$ cat config.mk
export PLATFORM = sky130hd
export DESIGN_NAME = sigma_spi_tx
export DESIGN_NICKNAME = d
export VERILOG_FILES = /design/src/rtl/sigma_spi_tx.sv
export SDC_FILE = /design/constraint.sdc
export NUM_CORES = 1
export LEC_CHECK = 0
export BUFFER_PORTS_ARGS = -buffer_cell sky130_fd_sc_hd__buf_4
export CAP_MARGIN = 25
export CORE_ASPECT_RATIO = 1.5
export CORE_UTILIZATION = 45
export CTS_CLUSTER_DIAMETER = 80
export DETAILED_ROUTE_END_ITERATION = 7
export PLACE_DENSITY_LB_ADDON = 0.1
export SYNTH_ARGS = -nofsm -noshare
export SYNTH_HDL_FRONTEND = slang
export SYNTH_SLANG_ARGS = --single-unit
$ cat constraint.sdc
create_clock -name clk -period 4.2 [get_ports clk]
set_input_delay 0.21 -clock clk [delete_from_list [all_inputs] [get_ports clk]]
set_output_delay 0.21 -clock clk [all_outputs]
set_load 0.005 [all_outputs]
$ cat src/rtl/sigma_spi_tx.sv
// SPI mode-0 transmitter for 12-bit accumulator sums: 4-entry FIFO, 4-bit
// sequence tag prepended to each sum, 16-bit frames sent MSB first.
module sigma_spi_tx #(
    parameter int unsigned DIV = 2
) (
    input  logic        clk,
    input  logic        res,
    input  logic [11:0] data_in,
    input  logic        syn_in,
    input  logic        ovf_clr,
    output logic        sclk,
    output logic        cs_n,
    output logic        sdo,
    output logic        busy,
    output logic        overflow,
    output logic [2:0]  level
);

    typedef enum logic [1:0] {
        IDLE,
        SHIFT,
        GAP
    } state_e;

    localparam logic [8:0] HALF        = 9'(DIV);
    localparam logic [8:0] PERIOD_LAST = 9'(2 * DIV - 1);

    state_e      state_q, state_d;
    logic [15:0] fifo_q [4];
    logic [1:0]  wr_ptr_q, wr_ptr_d;
    logic [1:0]  rd_ptr_q, rd_ptr_d;
    logic [2:0]  level_q, level_d;
    logic [3:0]  tag_q, tag_d;
    logic        ovf_q, ovf_d;
    logic [8:0]  div_q, div_d;
    logic [3:0]  bit_q, bit_d;
    logic [15:0] shreg_q, shreg_d;
    logic        sclk_q, sclk_d;
    logic        cs_n_q, cs_n_d;
    logic        sdo_q, sdo_d;
    logic        busy_q, busy_d;
    logic        pop, wr_en, drop;

    always_ff @(posedge clk or posedge res) begin
        if (res) begin
            state_q  <= IDLE;
            for (int unsigned i = 0; i < 4; i++) fifo_q[i] <= '0;
            wr_ptr_q <= '0;
            rd_ptr_q <= '0;
            level_q  <= '0;
            tag_q    <= '0;
            ovf_q    <= 1'b0;
            div_q    <= '0;
            bit_q    <= '0;
            shreg_q  <= '0;
            sclk_q   <= 1'b0;
            cs_n_q   <= 1'b1;
            sdo_q    <= 1'b0;
            busy_q   <= 1'b0;
        end else begin
            state_q  <= state_d;
            if (wr_en) fifo_q[wr_ptr_q] <= {tag_q, data_in};
            wr_ptr_q <= wr_ptr_d;
            rd_ptr_q <= rd_ptr_d;
            level_q  <= level_d;
            tag_q    <= tag_d;
            ovf_q    <= ovf_d;
            div_q    <= div_d;
            bit_q    <= bit_d;
            shreg_q  <= shreg_d;
            sclk_q   <= sclk_d;
            cs_n_q   <= cs_n_d;
            sdo_q    <= sdo_d;
            busy_q   <= busy_d;
        end
    end

    always_comb begin
        state_d  = state_q;
        wr_ptr_d = wr_ptr_q;
        rd_ptr_d = rd_ptr_q;
        level_d  = level_q;
        div_d    = div_q;
        bit_d    = bit_q;
        shreg_d  = shreg_q;

        // A pop in the same cycle frees a slot, so a full FIFO still accepts.
        pop   = (state_q == IDLE) && (level_q != 3'd0);
        wr_en = syn_in && ((level_q != 3'd4) || pop);
        drop  = syn_in && !wr_en;

        tag_d = syn_in ? tag_q + 4'd1 : tag_q;
        ovf_d = drop ? 1'b1 : (ovf_clr ? 1'b0 : ovf_q);

        if (wr_en) wr_ptr_d = wr_ptr_q + 2'd1;
        if (wr_en && !pop)      level_d = level_q + 3'd1;
        else if (!wr_en && pop) level_d = level_q - 3'd1;

        case (state_q)
            IDLE: begin
                if (pop) begin
                    shreg_d  = fifo_q[rd_ptr_q];
                    rd_ptr_d = rd_ptr_q + 2'd1;
                    div_d    = '0;
                    bit_d    = '0;
                    state_d  = SHIFT;
                end
            end
            SHIFT: begin
                if (div_q == PERIOD_LAST) begin
                    div_d = '0;
                    if (bit_q == 4'd15) begin
                        state_d = GAP;
                    end else begin
                        bit_d   = bit_q + 4'd1;
                        shreg_d = {shreg_q[14:0], 1'b0};
                    end
                end else begin
                    div_d = div_q + 9'd1;
                end
            end
            GAP: begin
                if (div_q == PERIOD_LAST) begin
                    div_d   = '0;
                    state_d = IDLE;
                end else begin
                    div_d = div_q + 9'd1;
                end
            end
            default: state_d = IDLE;
        endcase

        // Outputs are registered from next-state values so they line up with the state.
        sclk_d = (state_d == SHIFT) && (div_d >= HALF);
        cs_n_d = (state_d != SHIFT);
        sdo_d  = (state_d == SHIFT) ? shreg_d[15] : 1'b0;
        busy_d = (state_d != IDLE) || (level_d != 3'd0);
    end

    assign sclk     = sclk_q;
    assign cs_n     = cs_n_q;
    assign sdo      = sdo_q;
    assign busy     = busy_q;
    assign overflow = ovf_q;
    assign level    = level_q;

endmodule

=== Word-level counts from Yosys, hierarchy flattened ===
Cells that the tools add are included.

* Add/sub/neg operators: 7
* $mul: 0
* Div/mod/pow operators: 0
* $lt $le $gt $ge: 4
* Eq/ne operators: 10
* Shifts and indexed selects: 0
* Muxes and demuxes: 27
* Bitwise gates (word level): 2
* Reductions and logical operators: 20

{| class="wikitable"
|+ Operator list
! operator !! number
|-
| 2-to-1 mux 16 bit || 6
|-
| bitwise mux 64 bit || 1
|-
| binary-select mux 16 bit (select 2 bit) || 1
|-
| demux 16 bit (select 2 bit) || 1
|-
| case mux 16 bit (2 select lines) || 1
|-
| 2-to-1 mux 9 bit || 2
|-
| case mux 9 bit (2 select lines) || 1
|-
| 2-to-1 mux 4 bit || 3
|-
| adder 9 x 1 -> 9 bit, second input constant || 1
|-
| equality test 9 x 2 -> 1 bit, second input constant || 1
|-
| greater-or-equal comparator 9 x 2 -> 1 bit, second input constant || 1
|-
| adder 4 x 1 -> 4 bit, second input constant || 2
|-
| 2-to-1 mux 2 bit || 4
|-
| case mux 4 bit (2 select lines) || 1
|-
| logical AND 1 bit || 7
|-
| greater-or-equal comparator 3 bit, second input constant || 2
|-
| 2-to-1 mux 3 bit || 2
|-
| != test 2 bit, second input constant || 3
|-
| NOT 2 -> 3 bit || 2
|-
| case mux 2 bit (3 select lines) || 1
|-
| nonzero test 2 bit || 3
|-
| nonzero test 3 bit || 2
|-
| adder 2 x 1 -> 2 bit, second input constant || 2
|-
| equality test 2 x 1 -> 1 bit, second input constant || 2
|-
| other kinds (14) || 18
|}

* Register bits: 111
* Bits in latches: 0
* Memory bits (writable): 0
* Memory bits (read-only): 0
* Input port bits: 16
* Output and inout bits: 8
* Memories: 0

=== Longest topological paths before layout ===
Gate-level depths: netlist (run 1).

* Depth after elaboration: 10
* Mapped depth: 9

=== Worst setup path after synthesis (run 1) ===
Ideal clock, no wire load.

* Kind: register -> register
* Start: register level_q[0] (netlist: level[0])
* End: register sclk_q (netlist: sclk)
* Arrival time: 2.326 ns
* Required time: 4.071 ns
* Setup slack: 1.744 ns
* Cell stages (with the launch flop): 9
* Clock period less this slack: 2.456 ns
* Cell sequence: dfrtp_1 > inv_1 > ha_1 > and3b_1 > buf_6 > or2_4 > a22o_1 > or4_1 > o41a_1

* Cells in the longest elaborated chain, start to end: 6
* Elaborated cells on any way between the ends: 9
* Classes of those cells: order compare: 1; eq/ne: 1; mux: 4; reduce/logical: 3

{| class="wikitable"
|+ RTL lines
! what !! RTL line !! text
|-
| start, declared || 32 || <nowiki>logic [2:0] level_q, level_d;</nowiki>
|-
| start signal, assigned || 65 || <nowiki>level_q <= level_d;</nowiki>
|-
| nonzero test 3 bit || 88 || <nowiki>pop = (state_q == IDLE) && (level_q != 3'd0);</nowiki>
|-
| logical AND 1 bit || 88 ||
|-
| 2-to-1 mux 9 bit || 101 || <nowiki>if (pop) begin</nowiki>
|-
| case mux 9 bit (2 select lines) || 99 || <nowiki>case (state_q)</nowiki>
|-
| via div_d[4] || 35 || <nowiki>logic [8:0] div_q, div_d;</nowiki>
|-
| greater-or-equal comparator 9 x 2 -> 1 bit || 134 || <nowiki>sclk_d = (state_d == SHIFT) && (div_d >= HALF);</nowiki>
|-
| logical AND 1 bit || 134 ||
|-
| via sclk_d || 38 || <nowiki>logic sclk_q, sclk_d;</nowiki>
|-
| end signal, assigned || 71 || <nowiki>sclk_q <= sclk_d;</nowiki>
|-
| end, declared || 38 ||
|}

The timed path passes the listed nets, and every way through them passes these cells.
A chain may end at the register's enable or synchronous reset.

=== Worst setup path after layout (run 1) ===
* Start: register state_q[0]
* End: register sclk_q (netlist: sclk)

* Cells in the longest elaborated chain, start to end: 6
* Elaborated cells on any way between the ends: 15
* Classes of those cells: order compare: 1; eq/ne: 3; mux: 7; reduce/logical: 4

{| class="wikitable"
|+ RTL lines
! what !! RTL line !! text
|-
| start, declared || 28 || <nowiki>state_e state_q, state_d;</nowiki>
|-
| start signal, assigned || 61 || <nowiki>state_q <= state_d;</nowiki>
|-
| zero test 2 bit || 88, 99 ||
|-
| logical AND 1 bit || 88 ||
|-
| 2-to-1 mux 9 bit || 101 ||
|-
| case mux 9 bit (2 select lines) * || 99 ||
|-
| via div_d[4] || 35 ||
|-
| greater-or-equal comparator 9 x 2 -> 1 bit * || 134 ||
|-
| logical AND 1 bit * || 134 ||
|-
| via sclk_d || 38 ||
|}

Mark *: on every way through the listed nets, which the timed path passes. The rest lies on a longest branch.

==> results of run 1 <==
layer usage:
metal / up-vias / part of all wire / routed length (um) / global-route usage
met5: - / 0 / 0 / 0
met4: 0 / 0.019 / 191 / 0.0744
met3: 11 / 0.024 / 246 / 0.0289
met2: 51 / 0.54 / 5570 / 0.326
met1: 1684 / 0.42 / 4280 / 0.223
li1: 1521 / - / - / -
cells by family (layout without fill, tap and decap cells):
group	Yosys count	in the layout	share of synthesized area
xor gates and xnor gates	8	8	0.0134
buffers and inverters	34	57	0.0275
adders and majority gates	14	14	0.0335
DFF	111	111	0.531
and+or+nand+nor	105	105	0.107
AOI/OAI and AO/OA	54	54	0.0770
muxes	82	82	0.211
worst register-to-register path, cell delays in order (launching register included):
cell and delay (ps):
dfrtp_1 380, inv_1 90, ha_1 320, and3b_1 340, or2_4 300, a22o_1 240, or4_1 510, o41a_1 370
state kept, by name (all words and copies together) (netlist names), 3 cells and up:
name	cells
bit_q	4
tag_q	4
shreg_q	16
div_q	9
fifo_q	64
level	3
final timing paths:
path	start	end	slack, ps	cells after the start
max in group asynchronous	res	cs_n	2780	5
worst max-delay path	state_q[0]	sclk	1540	7
worst min register to register	fifo_q[30]	fifo_q[30]	500	1
min in group asynchronous	res	fifo_q[25]	350	3
worst max register to register	state_q[0]	sclk	1540	7
worst min-delay path	ovf_clr	overflow	70	2
what timing repair did:
item | 4_1_cts | 5_1_grt
hold buffers | 0 | 1
hold endpoints to repair | 0 | 14
setup buffers | 0 | 0
setup endpoints to repair | 0 | 0
Yosys cell counts, types with 4 or more instances:
master	count	area share
a21oi_1	4	0.0038
a221oi_1	14	0.023
and2_1	6	0.0072
clkbuf_1	17	0.012
dfrtp_1	110	0.53
ha_1	14	0.033
inv_1	13	0.0093
mux2_2	65	0.14
mux4_2	16	0.069
nand2_1	20	0.014
nand3_1	10	0.0096
nand3b_1	4	0.0057
nand4_1	4	0.0048
nor2_1	33	0.024
o21ai_0	11	0.011
xnor2_1	7	0.012
power by group through the flow:
stage	Combinational (uW)	Sequential [uW]	Clock, uW
4_1_cts	924	1650	904
2_1_floorplan	732	1600	0
3_3_place_gp	883	1650	0
5_1_grt	996	1700	942
6_report	908	1650	875
3_5_place_dp	914	1670	0
stage by stage:
| step | util | instances | total power, uW | cell area [sq um] | setup slack (ps) |
|---|---|---|---|---|---|
| after floorplan | - | 408 | 2330 | 5240 | 1060 |
| after global placement | 0.494 | 560 | 2530 | 5520 | 1560 |
| after detailed placement | 0.494 | 560 | 2590 | 5520 | 1540 |
| after CTS | 0.522 | 576 | 3480 | 5830 | 1530 |
| after global routing | 0.525 | 578 | 3640 | 5870 | 1370 |
| final | 0.525 | 578 | 3440 | 5870 | 1540 |
area by class of cell:
class / instances / area (sq um) / area share
clock buffer: 12 / 256 / 0.0437
inverter: 13 / 51.3 / 0.00874
clock inverter: 4 / 51.3 / 0.00874
tap: 147 / 184 / 0.0313
sequential: 111 / 2780 / 0.474
timing repair buffer: 28 / 233 / 0.0397
multi-input combinational: 263 / 2310 / 0.394
==> results.md, run 1 <==
* Reg power frac at 0.481
* Vias in the first global route at 3,326
* Max Cap Violations at 0
* Detail Route Antenna Nets at 0
* Initial antenna violation count at 0
* Combinational Power Share at 0.264
* Commonest non-fill, non-tap cell in the layout: dfrtp_1
* Number of distinct library cells after synthesis at 59
* Clock slew at reported path FFs at 70 ps
* Die Width at 90.1 um
* Ys async rst share at 1.00
* Tcrit/Tclk final at 0.634
* CP arrival at 2880 ps
* Die Area at 0.0121 sq mm
* Global-route wire length before repair at 17.2 mm
* Most frequent cells in the layout: dfrtp_1, mux2_2, nor2_1
* DR iter-0 viols at 120
* Io pins at 24
* Net switching power at 937 uW
* TritonCTS buffer count at 9
* Row cnt at 47
* Max Freq at 0.376 GHz
* Final hold slack at 70.3 ps
* WL/cell at 17.8 um
* Internal Pwr Total at 2500 uW
* Synthesis warning total at 0
* Worst setup SP type: flip-flop
* Clock Latency Late Sink at 340 ps
* Die Y at 134 um
* Vias per cell at 5.65
* Final net count at 456
* Post-DP HPWL at 6.68 mm
* Leakage at 0.00261 uW
* Largest net degree at the start of global routing at 83
* Cells after Synth at 408
* Slowest stage delay, CP at 510 ps
* Worst EP required at 4420 ps
* Post-cts resize count at 0
* Clk buf depth at 2
* CTS Root Cell: clkbuf_16
* EDFF count, synth at 0
* Layout cells sized above 1 at 0.306
* Hold Crit Class: in2reg
* Synth Cell Area at 0.00524 sq mm
* Layout area overhead at 12.1%
* Cell Pwr Density at 586 mW/mm^2
* Number of setup violations in the final report at 0
* Relative slew slack at 0.388
* Initial Util at 0.469
* Max Clock Skew at 7.28 ps
* Max VDD drop at 330 uV
* Synthesized flop and latch total at 111
* Buf+Inv Stages, Crit Path at 1
* Syn Nets at 438
* CTS sink cnt at 111
* ANT cells at 0
* Status: completed
* Worst-Margin Slew at 916 ps
* Power share of the clock group at 0.255
* Setup CP Type: reg2reg
* Setup TNS at 0 ps
* Pins Over Slew Limit at 0
* Drc violations at 0
* Layout filler cell count at 980
* CP max-delay cell: or4_1
* Sequential area share after synthesis at 0.531
* Crit-path cells: inv_1, ha_1, and3b_1, or2_4, a22o_1, or4_1, o41a_1
* RSZ-0062 raised after global routing: no
* Sw Ratio at 0.273
* Placeable Area at 0.0112 sq mm
* Vias at 3,267
* Grt total ovfl at 0
* Most used flip-flop cell after synthesis: dfrtp_1
* Worst Path Max Fanout at 11
* Pre-antenna DRT Iters at 4
* Hold Fails Final Rpt at 0
* GPL Wtd Cong at 0.853
* Buffers on Ports at 23
* CTS tree: yes
* Fin crit period at 2660 ps
* GRT Overall Usage at 0.184
* CP delay by family, top: simple AND/OR/NAND/NOR gates
* Drt total wl at 10.3 mm
* Worst setup EP type: flip-flop
* H-tree depth at 3
* Synth Area per Inst at 12.8 sq um
Note: power is estimated with default switching activity, not from simulation.
==> run 2: changes to the inputs <==
==> constraint.sdc (replaced) <==
create_clock -name clk -period 2.8 [get_ports clk]
set_input_delay 0.14 -clock clk [delete_from_list [all_inputs] [get_ports clk]]
set_output_delay 0.14 -clock clk [all_outputs]
set_load 0.005 [all_outputs]
==> run 2 against run 1 <==
Non-clock buffer count rose by 12. Utilization rose by 0.77 points. Clock power rose by 50%. Power rose by 50%. Combinational power rose by 55%. Flip-flop and latch count did not move. Count of clock-buffer cells in the layout fell by 1. Sequential share of layout area fell by 0.69 points. Clock skew rose by 2.4 ps. Final area rose by 1.5%. Sequential power rose by 48%. Cell count rose by 2.1%. Largest cell class unchanged. Largest power group unchanged.
==> results.md, run 2 (synthesized netlist as in run 1, its figures left out) <==
* CTS sink cnt at 111 (unchanged)
* Biggest regs: fifo_q (64), shreg_q (16), div_q (9)
* Status: completed
* CP max-delay cell: or4b_4
* Pins Over Slew Limit at 0 (unchanged)
* Relative slew slack at 0.528 (+0.140)
* Drt total wl at 10.3 mm (+0.49%)
* Max Cap Violations at 0 (unchanged)
* Max Freq at 0.381 GHz (+1.3%)
* Number of setup violations in the final report at 0 (unchanged)
* Worst setup EP type: flip-flop
* Most frequent cells in the layout: dfrtp_1, mux2_2, buf_4
* Clk buf depth at 2 (unchanged)
* Buffers on Ports at 23 (unchanged)
* Drc violations at 0 (unchanged)
* Max reg flops at 64 (unchanged)
* Met1 usage at 0.214 (-0.00881)
* Die Area at 0.0121 sq mm (unchanged)
* CTS tree: yes
* RSZ-0062 raised after global routing: no
* Grt total ovfl at 0 (unchanged)
* GRT met2 Usage at 0.337 (+0.0110)
* Fin crit period at 2630 ps (-35.1 ps)
* Layout filler cell count at 981 (+0.10%)
* Initial antenna violation count at 0 (unchanged)
* Worst setup SP type: flip-flop
* DR iter-0 viols at 156 (+30%)
* Tcrit/Tclk final at 0.938 (+0.304)
* Post-DP HPWL at 6.91 mm (+3.5%)
* Cell Pwr Density at 868 mW/mm^2 (+48%)
* Footprint of the multi-input gates at 0.00231 sq mm (unchanged)
* Clock Latency Late Sink at 340 ps (about the same)
* WL/cell at 17.5 um (-1.6%)
* Die Y at 134 um (unchanged)
* Vias at 3,291 (+0.73%)
* Vias in the first global route at 3,492 (+5.0%)
* H-tree depth at 3 (unchanged)
* Register area at 0.00278 sq mm (unchanged)
* Largest net degree at the start of global routing at 112 (+35%)
* Largest Register: fifo_q
* Layout area overhead at 13.7%
* Post-cts resize count at 0 (unchanged)
* Placeable Area at 0.0112 sq mm (unchanged)
* Row cnt at 47 (unchanged)
* Clock slew at reported path FFs at 70 ps (about the same)
* Worst-Margin Slew at 707 ps (-209 ps)
* Hold Crit Class: in2reg
* Worst Path Max Fanout at 8 (-3)
* Hold Fails Final Rpt at 0 (unchanged)
* Final net count at 468 (+2.6%)
* R2r setup slk at 170 ps (-1360 ps)
* Max VDD drop at 439 uV (+33%)
* Met3 Use GR at 0.0289 (unchanged)
* ANT cells at 0 (unchanged)
* Io pins at 24 (unchanged)
* GPL Wtd Cong at 0.827 (-3.1%)
* Setup CP Type: reg2reg
* CP arrival at 2850 ps (-30 ps)
* Worst EP required at 3030 ps (-1390 ps)
* Max Clock Skew at 9.71 ps (+2.42 ps)
* Pre-antenna DRT Iters at 4 (unchanged)
* Layout cells sized above 1 at 0.323 (+0.0165)
* Initial Util at 0.469 (unchanged)
* GRT Overall Usage at 0.183 (-0.000505)
* Setup TNS at 0 ps (unchanged)
* Detail Route Antenna Nets at 0 (unchanged)
* Slowest stage delay, CP at 540 ps (+30 ps)
* Vias per cell at 5.58 (-1.3%)
* Commonest non-fill, non-tap cell in the layout: dfrtp_1
* GRT busiest layer: met2
* CTS Root Cell: clkbuf_16
* TritonCTS buffer count at 9 (unchanged)
* Die Width at 90.1 um (unchanged)
* Final hold slack at 49.2 ps (-21.1 ps)
* Global-route wire length before repair at 17.3 mm (+0.80%)
* Leakage at 0.00266 uW (+2.0%)
* Crit-path cells: ha_1, or4b_4, o21ai_4, o21ai_2, or4_1, o41a_1
-- run 2: cell count changes in the layout (fill, tap and decap cells not counted), sizes merged --
cell,before,now
buf,27,38
clkinv,1,3
clkbuf,12,11
dlygate4sd3,1,2
inv,14,13
-- run 2: routing by layer --
layer  part of all wire  wire, um
met5                  0         0
met3              0.026       264
met2               0.54      5580
met1               0.41      4260
met4              0.022       226
-- run 2: cell type report --
class | instances | share of cell area
clock buffer | 11 | 0.0408
clock inverter | 5 | 0.0109
inverter | 13 | 0.00883
multi-input combinational | 263 | 0.388
sequential | 111 | 0.467
tap | 147 | 0.0309
timing repair buffer | 40 | 0.0534
-- run 2: worst paths after layout --
path,depth (start not counted),from,to
setup / recovery,6,div_q[0],sclk
hold / removal,2,data_in[3],fifo_q[35]
setup reg to reg,6,div_q[0],sclk
hold reg to reg,2,shreg_q[0],shreg_q[0]
max in group asynchronous,4,res,fifo_q[5]
min in group asynchronous,4,res,fifo_q[57]
-- run 2: repair_timing --
action	4_1_cts	5_1_grt
endpoints found under the hold margin	11	0
buffers inserted	0	0
hold buffers	2	0
-- run 2: where the power goes --
group          switching, uW  internal, uW  leakage [uW]
clock                    582           727      0.000150
combinational            532           874       0.00115
sequential               298          2150       0.00137
total                   1410          3760       0.00266
-- run 2: critical path, delay by kind of cell (launching register included) --
| family | cells | cell delay, ps |
|---|---|---|
| AOI/OAI and AO/OA | 3 | 710 |
| adders and majority gates | 1 | 320 |
| DFF | 1 | 450 |
| and+or+nand+nor | 2 | 1030 |
-- run 2: metrics by stage --
stage,setup slack (ps),util,area [sq um],instances,total power [uW]
after floorplan,344,-,5240,408,3490
after global placement,229,0.503,5630,572,3850
final,173,0.533,5950,590,5170
after detailed placement,188,0.503,5630,572,3920
after global routing,52.2,0.533,5950,590,5460
after CTS,169,0.533,5950,590,5240
==> run 3: changes to the inputs <==
--- a/config.mk
+++ b/config.mk
@@ -8,7 +8,7 @@
 export BUFFER_PORTS_ARGS = -buffer_cell sky130_fd_sc_hd__buf_4
 export CAP_MARGIN = 25
 export CORE_ASPECT_RATIO = 1.5
-export CORE_UTILIZATION = 45
+export CORE_UTILIZATION = 57
 export CTS_CLUSTER_DIAMETER = 80
 export DETAILED_ROUTE_END_ITERATION = 7
 export PLACE_DENSITY_LB_ADDON = 0.1
==> run 3 against run 2 <==
Critical path depth unchanged. Via count increased by 0.94%. Setup slack improved by 45 ps. Critical endpoint unchanged. Largest cell class unchanged.
==> results.md, run 3 (synthesized netlist as in run 1, its figures left out) <==
* Status: completed
* Max Clock Skew at 3.98 ps (-5.72 ps)
* Layout area overhead at 13.2%
* Setup TNS at 0 ps (unchanged)
* Largest net degree at the start of global routing at 112 (unchanged)
* Hold buffers post-CTS at 2 (unchanged)
* Max reg flops at 64 (unchanged)
* CP delay by family, top: simple AND/OR/NAND/NOR gates
* Tcrit/Tclk final at 0.922 (-0.0161)
* TritonCTS buffer count at 9 (unchanged)
* Dpl cells at 535 (-6.5%)
* CTS Root Cell: clkbuf_16
* WL/cell at 18.7 um (+6.7%)
* Placeable Area at 0.00888 sq mm (-21%)
* Final setup margin at 218 ps (+44.9 ps)
* Detail Route Antenna Nets at 0 (unchanged)
* Drt total wl at 10.3 mm (about the same)
* FF-to-FF path depth at 6 (unchanged)
* Worst setup SP type: flip-flop
* Most frequent cells in the layout: dfrtp_1, mux2_2, buf_4
* Clk buf depth at 2 (unchanged)
* Register area at 0.00278 sq mm (unchanged)
* Drc violations at 0 (unchanged)
* CP max-delay cell: or4b_4
* Footprint of the multi-input gates at 0.00231 sq mm (unchanged)
* GRT Overall Usage at 0.240 (+0.0568)
* Leakage at 0.00267 uW (+0.36%)
* Worst hold endpoint: fifo_q[19]
* H-tree depth at 3 (unchanged)
* Number of setup violations in the final report at 0 (unchanged)
* Max Cap Violations at 0 (unchanged)
* Hold Crit Depth at 2 (unchanged)
* Vias in the first global route at 3,497 (+0.14%)
* Clock Latency Late Sink at 350 ps (about the same)
* Global-route wire length before repair at 16.9 mm (-2.1%)
* Hold Startpoint: data_in[3]
* Hold Fails Final Rpt at 0 (unchanged)
* Worst setup EP type: flip-flop
* Fin crit period at 2580 ps (-44.9 ps)
* Crit-path cells: ha_1, or4b_4, o21ai_4, o21ai_2, or4_1, o41a_1
* Worst-Margin Slew at 702 ps (-4.70 ps)
* Final net count at 468 (unchanged)
* Post-cts resize count at 0 (unchanged)
* Hold Crit Class: in2reg
* Setup CP Type: reg2reg
* DR iter-0 viols at 200 (+28%)
* Die Area at 0.00958 sq mm (-21%)
* Layout filler cell count at 668 (-32%)
* Worst Path Max Fanout at 7 (-1)
* Initial Util at 0.589 (+0.121)
* Largest Register: fifo_q
* Buf+Inv Stages, Crit Path at 0 (unchanged)
* Grt total ovfl at 0 (unchanged)
* Final non-filler cell total at 553 (-6.3%)
* Die Y at 119 um (-11%)
* Relative slew slack at 0.531 (+0.00314)
* Die Width at 80.3 um (-11%)
* Pins Over Slew Limit at 0 (unchanged)
* Initial antenna violation count at 0 (unchanged)
* Vias at 3,322 (+0.94%)
* Setup Fix Bufs, Post-CTS at 0 (unchanged)
* Layout cells sized above 1 at 0.321 (-0.00226)
* Biggest regs: fifo_q (64), shreg_q (16), div_q (9)
* Io pins at 24 (unchanged)
* ANT cells at 0 (unchanged)
* Worst EP required at 3030 ps (about the same)
* RSZ-0062 raised after global routing: no
* Vias per cell at 6.01 (+7.7%)
* Row cnt at 42 (-11%)
* Placement Setup Slack at 238 ps (+50.2 ps)
* Buffers on Ports at 23 (unchanged)
* RR Startpoint: div_q[0]
* Critical R2R Capture: sclk
* R2r setup slk at 220 ps (+40 ps)
* GPL Wtd Cong at 0.849 (+2.7%)
* CTS tree: yes
* Slowest stage delay, CP at 530 ps (about the same)
* Commonest non-fill, non-tap cell in the layout: dfrtp_1
* Pre-antenna DRT Iters at 5 (+1)
* CTS sink cnt at 111 (unchanged)
* Cell Pwr Density at 890 mW/mm^2 (+2.5%)
* CP arrival at 2810 ps (-40 ps)
* Post-DP HPWL at 6.76 mm (-2.1%)
* Max Freq at 0.387 GHz (+1.7%)
* Max VDD drop at 614 uV (+40%)
* Clock slew at reported path FFs at 70 ps (about the same)
[run 3: cell types whose count changed in the layout (fill, tap and decap cells not counted), sizes merged]
cell	change
bufinv	+1
inv	-1
clkbuf	+2
clkinv	-2
[run 3: per-layer routing]
metal / global-route usage / share of wire / vias up
met5: 0 / 0 / -
met4: 0.122 / 0.024 / 0
met3: 0.0238 / 0.023 / 21
met2: 0.420 / 0.54 / 56
met1: 0.288 / 0.41 / 1699
li1: - / - / 1546
[run 3: worst max path at each step]
stage                         from   end  slack, ps  depth (start not counted)
final                     div_q[0]  sclk        220                          6
after global routing      div_q[0]  sclk        110                          6
after CTS                 div_q[0]  sclk        230                          6
after detailed placement  div_q[0]  sclk        240                          6
after global placement    div_q[0]  sclk        290                          6
after floorplan           level[0]  sclk        340                          8
[run 3: layout make-up]
| class | count | share of cell area |
|---|---|---|
| repair buffers | 40 | 0.0536 |
| inverters | 13 | 0.00887 |
| multi-input cells | 263 | 0.390 |
| clock inverters | 3 | 0.0110 |
| well taps | 110 | 0.0232 |
| clock buffers | 13 | 0.0439 |
| flip-flops and latches | 111 | 0.469 |
[run 3: per-stage QoR]
step	power [uW]	hold WS (ps)	cell area, sq um	utilization
after global routing	5540	50.6	5920	0.667
after CTS	5320	41.3	5920	0.667
final	5270	48.7	5920	0.667
after floorplan	3490	247	5240	-
after detailed placement	3930	342	5580	0.628
after global placement	3820	340	5580	0.628
[run 3: worst register-to-register path, stage by stage (launching register included)]
cell and delay, ps:
dfrtp_1 440, ha_1 290, or4b_4 530, o21ai_4 240, o21ai_2 90, or4_1 500
o41a_1 380
[run 3: power breakdown]
part / internal (uW) / leakage (uW) / total (uW) / switching [uW]
clock network: 833 / 0.000160 / 1390 / 556
logic: 877 / 0.00115 / 1410 / 536
registers: 2160 / 0.00137 / 2470 / 315
total: 3870 / 0.00267 / 5270 / 1410
